<file path="config.mk">
export PLATFORM = sky130hd
export DESIGN_NAME = alias_field_packer
export DESIGN_NICKNAME = d
export VERILOG_FILES = /design/src/rtl/alias_field_packer.sv
export SDC_FILE = /design/constraint.sdc
export NUM_CORES = 1
export LEC_CHECK = 0
export CAP_MARGIN = 20
export CELL_PAD_IN_SITES_DETAIL_PLACEMENT = 0
export CELL_PAD_IN_SITES_GLOBAL_PLACEMENT = 1
export CORE_UTILIZATION = 36
export CTS_BUF_LIST = sky130_fd_sc_hd__clkbuf_4 sky130_fd_sc_hd__clkbuf_8
export DETAILED_ROUTE_END_ITERATION = 10
export GPL_TIMING_DRIVEN = 0
export PLACE_DENSITY_LB_ADDON = 0.1
export SLEW_MARGIN = 20
export SYNTH_ARGS = -nofsm -noshare
export SYNTH_HDL_FRONTEND = slang
export SYNTH_SLANG_ARGS = --single-unit
</file>
<file path="constraint.sdc">
create_clock -name clk -period 2.25 [get_ports clk]
set_input_delay 0.675 -clock clk [delete_from_list [all_inputs] [get_ports clk]]
set_output_delay 0.675 -clock clk [all_outputs]
set_load 0.01 [all_outputs]
</file>
<file path="src/rtl/alias_field_packer.sv">
// Collects fields A, B and C one beat at a time and packs them MSB-first as {A, B, C}.
// The packed word is held in a registered valid/ready output, and out_dup presents it twice.
module alias_field_packer #(
  parameter int A_W   = 9,
  parameter int B_W   = 4,
  parameter int C_W   = 1,
  parameter int CNT_W = 16
) (
  input  logic                           clk,
  input  logic                           rst_n,
  input  logic                           in_valid,
  output logic                           in_ready,
  input  logic [A_W-1:0]                 in_data,
  input  logic                           in_abort,
  output logic                           out_valid,
  input  logic                           out_ready,
  output logic [A_W+B_W+C_W-1:0]         out_word,
  output logic [2*(A_W+B_W+C_W)-1:0]     out_dup,
  output logic [CNT_W-1:0]               word_count,
  output logic [1:0]                     fld_sel
);

  localparam int W = A_W + B_W + C_W;
  localparam logic [CNT_W-1:0] CNT_ONE = {{(CNT_W-1){1'b0}}, 1'b1};
  localparam logic [CNT_W-1:0] CNT_MAX = {CNT_W{1'b1}};

  typedef enum logic [1:0] {
    FLD_A = 2'd0,
    FLD_B = 2'd1,
    FLD_C = 2'd2
  } state_t;

  state_t           r_state;
  state_t           w_state_nxt;
  logic [A_W-1:0]   r_a;
  logic [B_W-1:0]   r_b;
  logic             r_out_valid;
  logic [W-1:0]     r_out_word;
  logic [CNT_W-1:0] r_cnt;

  logic w_in_ready;
  logic w_beat;
  logic w_handoff;
  logic w_load_a;
  logic w_load_b;
  logic w_load_out;

  // The field stage stalls only when it holds C and the output slot cannot take a new word.
  assign w_in_ready = (r_state != FLD_C) | ~r_out_valid | out_ready;
  assign w_beat     = in_valid & w_in_ready & ~in_abort;
  assign w_handoff  = r_out_valid & out_ready;

  always_ff @(posedge clk or negedge rst_n) begin
    if (!rst_n) begin
      r_state <= FLD_A;
    end else begin
      r_state <= w_state_nxt;
    end
  end

  always_comb begin
    w_state_nxt = r_state;
    w_load_a    = 1'b0;
    w_load_b    = 1'b0;
    w_load_out  = 1'b0;
    if (in_abort) begin
      w_state_nxt = FLD_A;
    end else if (w_beat) begin
      case (r_state)
        FLD_A: begin
          w_load_a    = 1'b1;
          w_state_nxt = FLD_B;
        end
        FLD_B: begin
          w_load_b    = 1'b1;
          w_state_nxt = FLD_C;
        end
        FLD_C: begin
          w_load_out  = 1'b1;
          w_state_nxt = FLD_A;
        end
        default: begin
          w_state_nxt = FLD_A;
        end
      endcase
    end
  end

  always_ff @(posedge clk or negedge rst_n) begin
    if (!rst_n) begin
      r_a <= '0;
      r_b <= '0;
    end else begin
      if (w_load_a) begin
        r_a <= in_data;
      end
      if (w_load_b) begin
        r_b <= in_data[B_W-1:0];
      end
    end
  end

  // A reload in the handoff cycle wins, so the slot stays full with the new word.
  always_ff @(posedge clk or negedge rst_n) begin
    if (!rst_n) begin
      r_out_valid <= 1'b0;
      r_out_word  <= '0;
    end else if (w_load_out) begin
      r_out_valid <= 1'b1;
      r_out_word  <= {r_a, r_b, in_data[C_W-1:0]};
    end else if (w_handoff) begin
      r_out_valid <= 1'b0;
    end
  end

  always_ff @(posedge clk or negedge rst_n) begin
    if (!rst_n) begin
      r_cnt <= '0;
    end else if (w_handoff && (r_cnt != CNT_MAX)) begin
      r_cnt <= r_cnt + CNT_ONE;
    end
  end

  assign in_ready   = w_in_ready;
  assign out_valid  = r_out_valid;
  assign out_word   = r_out_word;
  assign out_dup    = {r_out_word, r_out_word};
  assign word_count = r_cnt;
  assign fld_sel    = r_state;

endmodule

</file>
==> impl_metrics.ini <==
[synth]
yosysTopAreaCell = dfrtp_1
synth.distinct_cells = 40
synthCells = 177
synth-edff-count = 0
synthFlopType = dfrtp_1
yosys-top-cells-count = dfrtp_1 (46), buf_4 (28), mux2_2 (25), nand2_1 (9)
synth.area.top_cells = dfrtp_1 (52%), mux2_2 (13%), buf_4 (9.4%), xor2_1 (2.0%), nor4_4 (1.9%)
synth_top_area_share_pct = 51.6
yosysSeqAreaShare_pct = 51.6
yosys_warnings = 0
syn_nets = 192
synth_area_um2 = 2230
synth_seq_cells = 46
synth_most_common_cell = dfrtp_1
avgSynthCellArea_um2 = 12.6
async_flop_share_pct = 100

[clock_network]
cts_buffers = 5
ctsHoldBuffers = 0
clk_pin_slew_ps = 90
clock_sinks = 46
cts_tree = built
cts_buffer_depth = 2
clockRootBuffer = clkbuf_8
worstSkewPairLatency_ps = 290
htree_levels = 2

[worst_setup_path]
cp_data_required_time_ps = 1570
critPathCaptureType = output port
crit_fanout = 3
reg2reg_depth = 5
worstSetupPathType = input port to output port
start_kind = input port
cp.arrival_ps = 1500

[floorplanning]
die_area_um2 = 6520
row_count = 28
start_util_pct = 37.5
fp.dieW_um = 80.7
ios = 76
core_um2 = 5960
die_h_um = 80.7

[placed_design]
dp_hpwl_um = 3350
dp.cells = 328
io_buffers = 75
routabilityCongestion = 0.718
place_ws_ps = -471

[layout]
area_growth_pct = 43.7
drive_above_1_share_pct = 30.3
fin_nets = 275
stdcell_count = 336
antennaDiodeCount = 0
n_fill_cell = 552

[detailed_routing]
drc = 0
vias_per_cell = 4.71
totalWireLength_um = 4460
drtIter0Drc = 33
antenna_left = 0
wire_per_inst_um = 13.3
firstDrtPassIters = 4
vias = 1581

[global_routing]
grt_pass1_wl_um = 7360
grt_max_degree = 31
grt_pass1_vias = 1512
grt_usage_pct = 15.0
antenna_found_initial = 0
grt_overflow = 0

[status]
status = completed

[power]
ir_drop_mv = 0.457
fin_total_pwr_mw = 2.77
p_clk_share_pct = 20.8
swShare_pct = 26.3
comb_power_share_pct = 38.9
seq_power_share_pct = 40.3
intPower_mw = 2.04
power_switching_mw = 0.727
p_leak_nw = 1.44
p_per_area_nw_per_um2 = 863

[timing]
worstMarginPinSlew_ps = 704
fin_crit_ps = 2170
drv_slew = 0
setup_viol = 0
rsz0062_at_grt = no
slew_headroom_pct = 52.9
period_share_pct = 96.6
fin_ws_ps = 75.9
hold_viol_final = 0
finClkSkew_ps = 5.90
timing.fmax_ghz = 0.460

[job]
cap_viol_max_count = 0

[min_path]
hp-class = input port to async pin
## what timing repair did
item | 4_1_cts | 5_1_grt
resized for setup | 3 | 1
endpoints found under the hold margin | 0 | 0
endpoints found under the setup margin | 1 | 1
buffers inserted | 0 | 0
## critical path: stages
cell and delay [ps]:
dlygate4sd2_1 260, nand2b_4 150, nand2b_1 170, clkdlybuf4s15_1 240
## final timing paths
check | start | endpoint | slack, ps
setup / recovery | out_ready | in_ready | 80
hold / removal | rst_n | word_count[6] | 310
setup reg to reg | word_count[0] | word_count[8] | 440
hold reg to reg | r_a[1] | out_word[6] | 490
max in group asynchronous | rst_n | r_b[2] | 1440
min in group clk | r_a[1] | out_word[6] | 490
## stage by stage
step / setup TNS, ps / hold WS, ps / util (%) / cell area, um2
after CTS: 0 / 310 / 53.8 / 3210
final: 0 / 307 / 53.8 / 3210
after global routing: 0 / 322 / 53.8 / 3210
after floorplan: 0 / 379 / - / 2230
after global placement: -42450 / 466 / 51.6 / 3080
after detailed placement: -3580 / 478 / 51.9 / 3090
## flip-flops by register name, indices dropped and copies added, names as in the netlist
signal	cells
word_count	16
out_valid	1
fld_sel	2
r_b	4
r_a	9
out_word	14
## cell type report
type / count / area (um2) / area share (%)
plain buffers: 29 / 215 / 6.71
clock buffers: 8 / 110 / 3.43
inverters: 2 / 7.51 / 0.234
multi-input cells: 100 / 865 / 27.0
flip-flops and latches: 46 / 1150 / 35.9
well taps: 75 / 93.8 / 2.93
repair buffers: 76 / 764 / 23.8
## placed cells by master, fill, tap and decap left out, drive strengths merged
master,synthesis,layout
ha,1,1
and2b,1,1
nand3b,1,1
a21bo,1,1
and4,2,2
mux2i,1,1
nor4b,1,1
nand2b,2,2
o211ai,1,1
nor2,7,7
dfrtp,46,46
nand4b,1,1
xor2,5,5
clkdlybuf4s15,0,1
and4bb,1,1
buf,29,31
a31oi,1,1
and3,2,2
or3,2,2
inv,2,2
nand2,9,9
clkdlybuf4s50,0,72
xnor2,4,4
nand4,6,6
clkbuf,0,8
nand3,5,5
dlygate4sd2,0,1
mux2,29,29
nor3b,2,2
o21a,1,1
nor3,4,4
nor4,3,3
o31a,1,1
a21oi,6,6
## power groups by stage
stage / clock network [mW] / registers (mW) / logic (mW)
after floorplan: 0 / 1.15 / 0.468
final: 0.574 / 1.12 / 1.08
after CTS: 0.595 / 1.12 / 1.09
after detailed placement: 0 / 1.13 / 1.09
after global placement: 0 / 1.13 / 1.07
after global routing: 0.636 / 1.15 / 1.15
## per-layer routing
layer,track usage [%],vias up,routed length (um)
met3,4.89,2,213
met5,0,-,0
li1,-,764,-
met2,23.3,42,2120
met1,19.9,773,2100
met4,4.29,0,23
## cells by family after synthesis
group                      Yosys count  synth area share (%)
AOI/OAI and AO/OA                   11                  3.14
xor gates and xnor gates             9                  3.53
adders and majority gates            1                 0.561
buffers and inverters               31                  9.98
DFF                                 46                  51.6
muxes                               30                  15.3
and+or+nand+nor                     49                  15.9
(Power assumes the default switching activity.)
